[src/rtl/sha256_w_sched_ctrl.sv]
// SHA-256 message-schedule sequencer: loads one 512-bit block and streams W[0..N_ROUNDS-1].
// Optional perf counters (blk_cnt, stall_cnt) are enabled by defining SHA256_W_PERF_EN.
module sha256_w_sched_ctrl #(
    parameter int N_ROUNDS = 64
) (
    input  logic         CLK,
    input  logic         RST,
    input  logic         abort,
    input  logic         in_valid,
    output logic         in_ready,
    input  logic [511:0] block_in,
    output logic         w_valid,
    input  logic         w_ready,
    output logic [31:0]  w_word,
    output logic [5:0]   w_idx,
    output logic         w_last,
    output logic         busy
`ifdef SHA256_W_PERF_EN
    ,
    output logic [31:0]  blk_cnt,
    output logic [31:0]  stall_cnt
`endif
);

    typedef enum logic {S_IDLE, S_RUN} state_t;

    localparam logic [5:0] LAST_IDX = 6'(N_ROUNDS - 1);

    state_t      r_state;
    logic [5:0]  r_t;
    logic        r_valid;
    logic        r_last;
    logic [31:0] w_win [16];
    logic [31:0] w_new;
    logic        w_load;
    logic        w_abort;
    logic        w_fire;

    function automatic logic [31:0] sig0(input logic [31:0] x);
        return {x[6:0], x[31:7]} ^ {x[17:0], x[31:18]} ^ (x >> 3);
    endfunction

    function automatic logic [31:0] sig1(input logic [31:0] x);
        return {x[16:0], x[31:17]} ^ {x[18:0], x[31:19]} ^ (x >> 10);
    endfunction

    assign in_ready = (r_state == S_IDLE) & ~RST;
    assign w_load   = in_ready & in_valid;
    assign w_abort  = (r_state == S_RUN) & abort;
    // abort wins over a simultaneous handshake
    assign w_fire   = r_valid & w_ready & ~abort;
    assign w_new    = sig1(w_win[14]) + w_win[9] + sig0(w_win[1]) + w_win[0];

    generate
        for (genvar gi = 0; gi < 16; gi++) begin : g_win
            logic [31:0] r_word;
            assign w_win[gi] = r_word;
            if (gi < 15) begin : g_shift
                always_ff @(posedge CLK) begin
                    if (RST || w_abort)
                        r_word <= '0;
                    else if (w_load)
                        r_word <= block_in[511 - 32*gi -: 32];
                    else if (w_fire)
                        r_word <= w_win[gi + 1];
                end
            end else begin : g_top
                always_ff @(posedge CLK) begin
                    if (RST || w_abort)
                        r_word <= '0;
                    else if (w_load)
                        r_word <= block_in[31:0];
                    else if (w_fire)
                        r_word <= w_new;
                end
            end
        end
    endgenerate

`ifdef SHA256_W_PERF_EN
    logic [31:0] r_blk_cnt;
    logic [31:0] r_stall_cnt;
    assign blk_cnt   = r_blk_cnt;
    assign stall_cnt = r_stall_cnt;
`endif

    always_ff @(posedge CLK) begin
        if (RST) begin
            r_state <= S_IDLE;
            r_valid <= 1'b0;
            r_last  <= 1'b0;
            r_t     <= '0;
`ifdef SHA256_W_PERF_EN
            r_blk_cnt   <= '0;
            r_stall_cnt <= '0;
`endif
        end else begin
`ifdef SHA256_W_PERF_EN
            if (r_state == S_RUN && !w_ready)
                r_stall_cnt <= r_stall_cnt + 32'd1;
            if (w_fire && r_last)
                r_blk_cnt <= r_blk_cnt + 32'd1;
`endif
            if (w_abort) begin
                r_state <= S_IDLE;
                r_valid <= 1'b0;
                r_last  <= 1'b0;
                r_t     <= '0;
            end else begin
                case (r_state)
                    S_IDLE: begin
                        if (w_load) begin
                            r_state <= S_RUN;
                            r_valid <= 1'b1;
                            r_last  <= 1'b0;
                            r_t     <= '0;
                        end
                    end
                    S_RUN: begin
                        if (w_fire) begin
                            r_t <= r_t + 6'd1;
                            if (r_last) begin
                                r_state <= S_IDLE;
                                r_valid <= 1'b0;
                                r_last  <= 1'b0;
                            end else begin
                                r_last <= ((r_t + 6'd1) == LAST_IDX);
                            end
                        end
                    end
                    default: r_state <= S_IDLE;
                endcase
            end
        end
    end

    assign w_valid = r_valid;
    assign w_word  = w_win[0];
    assign w_idx   = r_t;
    assign w_last  = r_last;
    assign busy    = (r_state == S_RUN);

endmodule

[config.mk]
export PLATFORM = sky130hd
export DESIGN_NAME = sha256_w_sched_ctrl
export DESIGN_NICKNAME = d
export VERILOG_FILES = /design/src/rtl/sha256_w_sched_ctrl.sv
export SDC_FILE = /design/constraint.sdc
export NUM_CORES = 1
export LEC_CHECK = 0
export CORE_MARGIN = 4
export CORE_UTILIZATION = 35
export CTS_CLUSTER_DIAMETER = 30
export CTS_CLUSTER_SIZE = 20
export DETAILED_ROUTE_END_ITERATION = 10
export PLACE_DENSITY = 0.6
export RECOVER_POWER = 100
export SLEW_MARGIN = 20
export SYNTH_ARGS = -nofsm -noshare
export SYNTH_HDL_FRONTEND = slang
export SYNTH_SLANG_ARGS = --single-unit
export TNS_END_PERCENT = 5
[constraint.sdc]
create_clock -name CLK -period 5.56 [get_ports CLK]
set_input_delay 1.112 -clock CLK [delete_from_list [all_inputs] [get_ports CLK]]
set_output_delay 1.112 -clock CLK [all_outputs]
set_load 0.01 [all_outputs]
==> results of run 1 <==
## metal layers
metal	GRT usage, %	vias to the layer above	share of wire [%]
li1	-	13700	-
met1	35.7	13100	42
met2	43.2	1069	46
met3	7.05	204	8.2
met4	10.7	8	3.5
met5	0	-	0.058
## through the flow
step / power (uW) / area, sq um / util, % / hold WS (ns) / cells
after global placement: 6320 / 33300 / 43.5 / 0.470 / 5245
final: 14600 / 38200 / 49.9 / 0.482 / 5517
after CTS: 14700 / 38200 / 50.0 / 0.483 / 5493
after floorplan: 5400 / 27100 / - / 0.448 / 3941
after detailed placement: 6320 / 33300 / 43.5 / 0.472 / 5245
after global routing: 15100 / 38200 / 49.9 / 0.499 / 5512
## worst min-delay path: stages (launching register included)
cell     delay (ns)
dfxtp_1        0.31
nand2_1        0.05
a31oi_1        0.07
## synth_stat cells, types with 7 or more instances
cell type     n  area share [%]
buf_2        44            0.81
a21o_1       12            0.33
clkbuf_1    231             3.2
a22oi_1       7            0.19
buf_1        50            0.69
inv_1       125             1.7
a21oi_1    1028              19
dfxtp_1     521              38
a31oi_1      12            0.28
o21ai_0      42            0.77
o211ai_1      9            0.25
xor2_1       61             2.0
nand3_1      10            0.18
ha_1         33             1.5
nor2_1      516             7.1
fa_1         62             4.6
xnor2_1      86             2.8
nand2_1    1016              14
## logic make-up (layout without fill, tap and decap cells)
group | after synthesis | in the layout | share of synthesized area [%]
AOI/OAI and AO/OA | 1143 | 1143 | 21.8
xor gates and xnor gates | 147 | 147 | 4.74
adders and majority gates | 95 | 95 | 6.10
buffers and inverters | 452 | 974 | 6.50
DFF | 521 | 521 | 38.4
muxes | 3 | 3 | 0.115
other | 0 | 24 | 0
and+or+nand+nor | 1580 | 1580 | 22.3
## power by group
part | internal, uW | switching, uW
logic | 932 | 1200
clock network | 5720 | 2580
registers | 3940 | 181
## cell type report
class	count	area, sq um
timing repair buffer	601	6070
clock buffer	186	3940
inverter	125	469
tap	1030	1290
clock inverter	62	1000
fill	7736	38300
multi-input combinational	2968	14900
sequential	521	10400
antenna	24	60.1
## sequential cells by signal (all words and copies together), names as in the netlist
signal        flops
busy              1
w_idx             6
w_word           32
w_valid           1
g_win.r_word    480
w_last            1
## path summary, 6_finish.rpt
check,to,slack (ns),depth (start not counted)
min,g_win[15].r_word[22],0.48,2
min reg2reg,g_win[15].r_word[22],0.48,2
max,g_win[4].r_word[2],0.92,8
max reg2reg,g_win[15].r_word[25],0.94,16
==> impl_results.md, run 1 <==
* Max Slew Vio Count at 61
* FP Rows at 101
* Die H at 286 um
* Synth-to-Final Area Change at 40.7%
* Period utilization at 83.5%
* Fin nets at between 4,000 and 5,000
* Failing checks: max-capacitance violations, max-slew violations
* CP max stage delay at 1.39 ns
* PortBufs at 558
* Top Ports at 559
* CP Class: input pin to flop
* CP startpoint kind: input pin
* Synth Flop Type: dfxtp_1
* Routability congestion estimate at 0.920
* Die area at 82,100 sq um
* F_max at 215 MHz
* Most common cell after layout, fill and taps aside: a21oi_1
* Die Wd at 286 um
* Routed Antenna Nets at 0
* Via count at 28,100
* Mapped cell area at 27,100 sq um
* CP Capture Type: flop
* DRC at 0
* TNS Setup at 0 ns
* Status: complete, but fails checks
* Overall Global Routing Usage at a little over a quarter
* Asr flop ratio synth at 0%
* Commonest cells after routing, fill and taps aside: a21oi_1, nand2_1, dfxtp_1
* Worst vdd ir at 0.230 mV
* Synth cell types at 56
* CTS tree: yes
* Worst skew pair latency at approximately 0.72 ns
* H-tree depth at 4
* Yosys Warn Count at 0
* Hold_sp: g_win[15].r_word[22]
* 1st-pass router iterations at 6
* Syn Nets at 4,553
* CP max FO at 43
* Clk pin slew, worst setup/hold paths at 0.04 ns
* Cell leakage power at 0.0143 uW
* Mapped Cells at 3,941
* Pre-CTS setup slack at 1.09 ns
* Final setup viols at 0
* Syn_area_per_cell at 6.89 sq um
* Layout cells sized above 1 at 6.14%
* Slowest CP cell: nor2_1
* GRT Residual Overflow at 0
* Max_cap viols at 2
* Fin crit period at 4.64 ns
* First-pass GRT wire length at 168 mm
* Post-synth EDFFs at 0
* Vias in the first global route at between 20,000 and 30,000
* Reg-to-Reg Start: g_win[14].r_word[18]
* Drt total wl at 117 mm
* Register area share after synthesis at between 30% and 40%
* Crit path max-delay family: buffers and inverters
* Setup bufs post-CTS at 0
* CP arrival at 5.28 ns
* Largest net degree at the start of global routing at 166
* Bufs and invs on worst path at 3
* Final HPWL DP at ~86 mm
* Final worst slack at between 0.9 and 1 ns
* Initial drt markers at about 2,700
* TritonCTS buffer count at 139
* DR vias/cell at 5.09
* Rel. slew slack at -78.3%
* Core Area at 76,500 sq um
* Max clock buf depth at 3
* P per Cell Area at about 380 nW/um^2
* CP required at between 6 and 7 ns
* #FFs+latches synth at about 520
* Final Hold Vio Count at 0
* Sink Count at 521
* Clock skew at 0.0572 ns
* CP cell instances: dlygate4sd3_1 > nor2_1 > clkbuf_1 > clkbuf_2 > nand2_1 > a21oi_1 > a21oi_1 > nor2_1
* Worst Hold Class: flop to flop
* Root buffer cell: clkbuf_16
* Worst Setup SP: abort
* Initial Util at 35.5%
* Hold_buf cts at 0
* Worst-margin pin slew at about 2.7 ns
* RSZ-0062 raised after global routing: no
* Drt wl/cell at roughly 21 um
* Post-CTS Resized at 0
* Initial antenna violation count at 26
No activity file was read; power rests on OpenSTA's default activity.
==> inputs of run 2 (changes only) <==
==> constraint.sdc (replaced) <==
create_clock -name CLK -period 4.4 [get_ports CLK]
set_input_delay 0.88 -clock CLK [delete_from_list [all_inputs] [get_ports CLK]]
set_output_delay 0.88 -clock CLK [all_outputs]
set_load 0.01 [all_outputs]
==> impl_results.md, run 2 (synthesis gave the netlist of run 1 again) <==
* Worst skew pair latency at 0.70 ns (was 0.72 ns)
* Status: complete, but fails checks (unchanged)
* Most common cell after layout, fill and taps aside: a21oi_1 (unchanged)
* CP startpoint kind: flop (was input pin)
* Largest net degree at the start of global routing at 151 (was 166)
* Die Wd at 286 um (unchanged)
* FP Rows at 101 (unchanged)
* Max_cap viols at 2 (unchanged)
* Commonest cells after routing, fill and taps aside: a21oi_1, nand2_1, dfxtp_1 (unchanged)
* 1st-pass router iterations at 7 (was 6)
* CTS tree: yes (unchanged)
* Routability congestion estimate at 0.926 (was 0.920)
* Failing checks: max-capacitance violations, max-slew violations (unchanged)
* CP Capture Type: flop (unchanged)
* PortBufs at 558 (unchanged)
* Clk pin slew, worst setup/hold paths at 0.04 ns (about the same)
* Clock skew at 0.0284 ns (was 0.0572 ns)
* Worst Hold Class: flop to flop (unchanged)
* Die H at 286 um (unchanged)
* Final HPWL DP at 90.0 mm (was 86.4 mm)
* DRC at 0 (unchanged)
* Final worst slack at 0.175 ns (was 0.919 ns)
* DR vias/cell at 5.10 (was 5.09)
* Worst vdd ir at 0.313 mV (was 0.230 mV)
* RSZ-0062 raised after global routing: no (unchanged)
* TNS Setup at 0 ns (unchanged)
* CP required at 5.01 ns (was 6.20 ns)
* Worst-margin pin slew at 1.72 ns (was 2.67 ns)
* P per Cell Area at 483 nW/um^2 (was 381 nW/um^2)
* Sink Count at 521 (unchanged)
* Drt total wl at 120 mm (was 117 mm)
* CP arrival at 4.84 ns (was 5.28 ns)
* CP Class: flop to flop (was input pin to flop)
* Drt wl/cell at 21.5 um (was 21.2 um)
* GRT Residual Overflow at 0 (unchanged)
* Core Area at 76,500 sq um (unchanged)
* TritonCTS buffer count at 137 (was 139)
* Layout cells sized above 1 at 7.26% (was 6.14%)
* First-pass GRT wire length at 170 mm (was 168 mm)
* Synth-to-Final Area Change at 42.4% (was 40.7%)
* Die area at 82,100 sq um (unchanged)
* Cell leakage power at 0.0146 uW (was 0.0143 uW)
* Final setup viols at 0 (unchanged)
* Max Slew Vio Count at 116 (was 61)
* Fin crit period at 4.23 ns
* Final Hold Vio Count at 0 (unchanged)
* Fin nets at 5,017 (was 4,968)
* Max clock buf depth at 3 (unchanged)
* Pre-CTS setup slack at 0.138 ns (was 1.09 ns)
* Reg with most FFs: g_win.r_word (unchanged)
* Max FFs per register at 480 (unchanged)
* Initial Util at 35.5% (unchanged)
* Post-CTS Resized at 0 (unchanged)
* Top Ports at 559 (unchanged)
* CP max FO at 5 (was 43)
* Setup bufs post-CTS at 0 (unchanged)
* Overall Global Routing Usage at 27.8% (was 27.3%)
* Rel. slew slack at -14.9% (was -78.3%)
* Initial drt markers at 2,395 (was 2,682)
* Hold slack at 0.515 ns (was 0.482 ns)
* Vias in the first global route at 26,900 (was 26,500)
* H-tree depth at 4 (unchanged)
* Routed Antenna Nets at 0 (unchanged)
* Hold_buf cts at 0 (unchanged)
* Root buffer cell: clkbuf_16 (unchanged)
* Via count at 28,400 (was 28,100)
* Initial antenna violation count at 27 (was 26)
* F_max at 237 MHz
* Period utilization at between 90 and 100%
-- run 2: changes by cell type in the layout (fill, tap and decap cells not counted), moves of 3 or more --
cell / delta
diode_2: -9
clkinvlp_4: -4
o21ai_0: -3
clkbuf_2: +6
clkbuf_8: +5
clkinv_2: -3
buf_4: +39
buf_12: +5
bufinv_16: +5
clkinv_16: -6
-- run 2: cell type report --
cell class	instances	area, sq um
Clock buffer	192	4010
Clock inverter	58	970
Fill cell	7510	37800
Inverter	125	469
Tap cell	1030	1290
Antenna cell	15	37.5
Timing Repair Buffer	652	6500
Sequential cell	521	10400
Multi-Input combinational cell	2968	14900
-- run 2: worst paths after layout --
kind	start	cells past startpoint	slack, ns	end
max reg2reg	g_win[14].r_word[19]	17	0.17	g_win[15].r_word[25]
min reg2reg	g_win[15].r_word[22]	2	0.51	g_win[15].r_word[22]
max	g_win[14].r_word[19]	17	0.17	g_win[15].r_word[25]
min	g_win[15].r_word[22]	2	0.51	g_win[15].r_word[22]
-- run 2: metal layers --
layer  routed length (um)  track usage (%)  part of all wire (%)
met1                49000             34.9                    41
met5                  151                0                  0.13
met4                 3580             10.0                   3.0
met2                55900             44.7                    47
met3                10900             8.95                   9.1
-- run 2: worst max-delay path: stages (launching register included) --
cell and delay, ns:
dfxtp_1 0.47, xnor2_1 0.17, xnor2_1 0.16, fa_1 0.40, inv_1 0.09, fa_1 0.41
inv_1 0.07, ha_1 0.17, inv_1 0.07, fa_1 0.42, and2b_1 0.25, o211ai_1 0.14
a31oi_2 0.30, o21ai_1 0.18, o21ai_2 0.18, nand3_1 0.08, or4_1 0.42, a31oi_1 0.16
-- run 2: where the power goes --
part	total, uW	switching, uW	leakage, uW	internal, uW
logic	2800	1580	0.00791	1210
clock network	10700	3130	0.00244	7550
registers	5190	211	0.00425	4980
-- run 2: metrics by stage --
stage | util, % | cell area [sq um] | instances | total power, uW
4_1_cts | 50.7 | 38800 | 5546 | 18800
5_1_grt | 50.5 | 38600 | 5557 | 19400
3_3_place_gp | 44.2 | 33800 | 5296 | 8060
2_1_floorplan | - | 27100 | 3941 | 6820
6_report | 50.6 | 38700 | 5561 | 18700
3_5_place_dp | 44.2 | 33800 | 5296 | 8060
==> inputs of run 3 (changes only) <==
--- a/config.mk
+++ b/config.mk
@@ -6,12 +6,13 @@
 export NUM_CORES = 1
 export LEC_CHECK = 0
 export CORE_MARGIN = 4
-export CORE_UTILIZATION = 35
+export CORE_UTILIZATION = 25
 export CTS_CLUSTER_DIAMETER = 30
 export CTS_CLUSTER_SIZE = 20
 export DETAILED_ROUTE_END_ITERATION = 10
-export PLACE_DENSITY = 0.6
+export PLACE_DENSITY = 0.47
 export RECOVER_POWER = 100
+export REMOVE_ABC_BUFFERS = 1
 export SLEW_MARGIN = 20
 export SYNTH_ARGS = -nofsm -noshare
 export SYNTH_HDL_FRONTEND = slang
==> impl_results.md, run 3 (synthesis gave the netlist of run 1 again) <==
* Post-CTS Resized at 0 (unchanged)
* Die area at 114,000 sq um (was 82,100 sq um)
* Routed Antenna Nets at 0 (unchanged)
* Hold_sp: g_win[15].r_word[22] (unchanged)
* Worst reg2reg setup slack at 0.21 ns (was 0.17 ns)
* Reg with most FFs: g_win.r_word (unchanged)
* Final Hold Vio Count at 0 (unchanged)
* Worst flop-to-flop path endpoint: g_win[15].r_word[25] (unchanged)
* Period utilization at 95.3% (was 96.0%)
* TNS Setup at 0 ns (unchanged)
* Status: complete, but fails checks (unchanged)
* Core Area at 107,000 sq um (was 76,500 sq um)
* Initial antenna violation count at 46 (was 27)
* Initial Util at 25.3% (was 35.5%)
* Final worst slack at 0.208 ns (was 0.175 ns)
* Max FFs per register at 480 (unchanged)
* Cell leakage power at 0.0150 uW (was 0.0146 uW)
* Reg-to-Reg Start: g_win[14].r_word[20] (was g_win[14].r_word[19])
* FP Rows at 120 (was 101)
* Most common cell after layout, fill and taps aside: a21oi_1 (unchanged)
* Setup bufs post-CTS at 0 (unchanged)
* Max Slew Vio Count at 44 (was 116)
* Layout cells sized above 1 at 7.91% (was 7.26%)
* Failing checks: max-capacitance violations, max-slew violations (unchanged)
* Sink Count at 521 (unchanged)
* First-pass GRT wire length at 172 mm (was 170 mm)
* Routability congestion estimate at 0.870 (was 0.926)
* CP max FO at 37 (was 5)
* CP arrival at 4.87 ns (was 4.84 ns)
* CTS tree: yes (unchanged)
* Die H at 337 um (was 286 um)
* Fin crit period at 4.19 ns (was 4.23 ns)
* R2R depth at 16 (was 17)
* Pre-CTS setup slack at 0.182 ns (was 0.138 ns)
* Final HPWL DP at 88.2 mm (was 90.0 mm)
* Initial drt markers at 2,015 (was 2,395)
* Vias in the first global route at 27,100 (was 26,900)
* CP startpoint kind: input pin (was flop)
* Worst-margin pin slew at 2.04 ns (was 1.72 ns)
* Fin nets at 5,053 (was 5,017)
* CP Capture Type: flop (unchanged)
* Final setup viols at 0 (unchanged)
* Commonest cells after routing, fill and taps aside: a21oi_1, nand2_1, dfxtp_1 (unchanged)
* Worst Hold Class: flop to flop (unchanged)
* GRT Residual Overflow at 0 (unchanged)
* Worst vdd ir at 0.335 mV (was 0.313 mV)
* P per Cell Area at 498 nW/um^2 (was 483 nW/um^2)
* CP dominant cell by count: a21oi_1
* Hold Path Depth at 2 (unchanged)
* Hold_buf cts at 0 (unchanged)
* CP max stage delay at 1.43 ns (was 0.47 ns)
* DRC at 0 (unchanged)
* Hold Path End: g_win[15].r_word[22] (unchanged)
* Slowest CP cell: clkbuf_1 (was dfxtp_1)
* CP required at 5.08 ns (was 5.01 ns)
* RSZ-0062 raised after global routing: yes (was no)
* Die Wd at 337 um (was 286 um)
* Drt total wl at 120 mm (about the same)
* Drt wl/cell at 20.0 um (was 21.5 um)
* Hold slack at 0.495 ns (was 0.515 ns)
* PortBufs at 558 (unchanged)
* DR vias/cell at 4.64 (was 5.10)
* Rel. slew slack at -36.3% (was -14.9%)
* Clock skew at 0.0290 ns (was 0.0284 ns)
* Clk pin slew, worst setup/hold paths at 0.04 ns (about the same)
* Synth-to-Final Area Change at 47.4% (was 42.4%)
* Post-layout total power at 19,900 uW (was 18,700 uW)
* Top Ports at 559 (unchanged)
* Worst skew pair latency at 0.75 ns (was 0.70 ns)
* Root buffer cell: clkbuf_16 (unchanged)
* F_max at 239 MHz (was 237 MHz)
* TritonCTS buffer count at 170 (was 137)
* Overall Global Routing Usage at 20.3% (was 27.8%)
* H-tree depth at 4 (unchanged)
* Largest net degree at the start of global routing at 133 (was 151)
* Max clock buf depth at 3 (unchanged)
* Max_cap viols at 2 (unchanged)
* 1st-pass router iterations at 5 (was 7)
* CP Class: input pin to flop (was flop to flop)
* Via count at 27,900 (was 28,400)
* CP cell instances: dlygate4sd3_1 > nor2_4 > clkbuf_1 > clkbuf_2 > nand2_1 > a21oi_1 > a21oi_1 > nor2_1 (was xnor2_1 > xnor2_1 > fa_1 > inv_1 > fa_1 > inv_1 > ha_1 > inv_1 > fa_1 > and2b_1 > o211ai_1 > a31oi_2 > o21ai_1 > o21ai_2 > nand3_1 > or4_1 > a31oi_1)
==> run 3: cell count changes in the layout (fill, tap and decap cells not counted), moves of 5 or more <==
cell       previous run  this run
clkbuf_16           139       171
diode_2              15        28
clkbuf_2              8         3
clkbuf_1             28        56
clkinv_2             20        30
bufinv_16            21        12
==> run 3: layout make-up <==
type | instances | area [sq um]
antenna | 28 | 70.1
clock buffer | 251 | 4950
clock inverter | 58 | 823
fill | 11300 | 67400
inverter | 125 | 469
multi-input combinational | 2968 | 14900
sequential | 521 | 10400
tap | 1403 | 1760
timing repair buffer | 655 | 6550
==> run 3: per-layer routing <==
metal	track usage (%)	share of wire [%]
met5	0	0.17
met4	9.27	3.9
met3	6.67	7.5
met2	32.4	46
met1	24.9	42
==> run 3: report_power, final <==
part	total (uW)	internal [uW]	switching [uW]
clock network	11900	8400	3530
logic	2810	1220	1580
registers	5170	4990	186
total	19900	14600	5300
==> run 3: worst max path at each step <==
stage | start | end | cells past startpoint
2_1_floorplan | RST | g_win[15].r_word[19] | 5
3_3_place_gp | g_win[14].r_word[20] | g_win[15].r_word[25] | 16
3_5_place_dp | g_win[14].r_word[20] | g_win[15].r_word[25] | 16
4_1_cts | g_win[14].r_word[20] | g_win[15].r_word[25] | 16
5_1_grt | g_win[14].r_word[20] | g_win[15].r_word[27] | 17
6_report | abort | g_win[13].r_word[9] | 8
==> run 3: through the flow <==
stage               cells  cell area [sq um]  util, %
finish               6009              40000     37.2
global route         5998              40000     37.2
CTS                  5981              40100     37.3
detailed placement   5672              34300     31.9
global placement     5672              34300     31.9
floorplan            3614              25800        -
==> run 3: critical path: cells and delay by family <==
| kind | cells | cell delay (ns) |
|---|---|---|
| buffers and inverters | 3 | 3.06 |
| AND/OR/NAND/NOR | 3 | 0.62 |
| AO/OA/AOI/OAI | 2 | 0.28 |
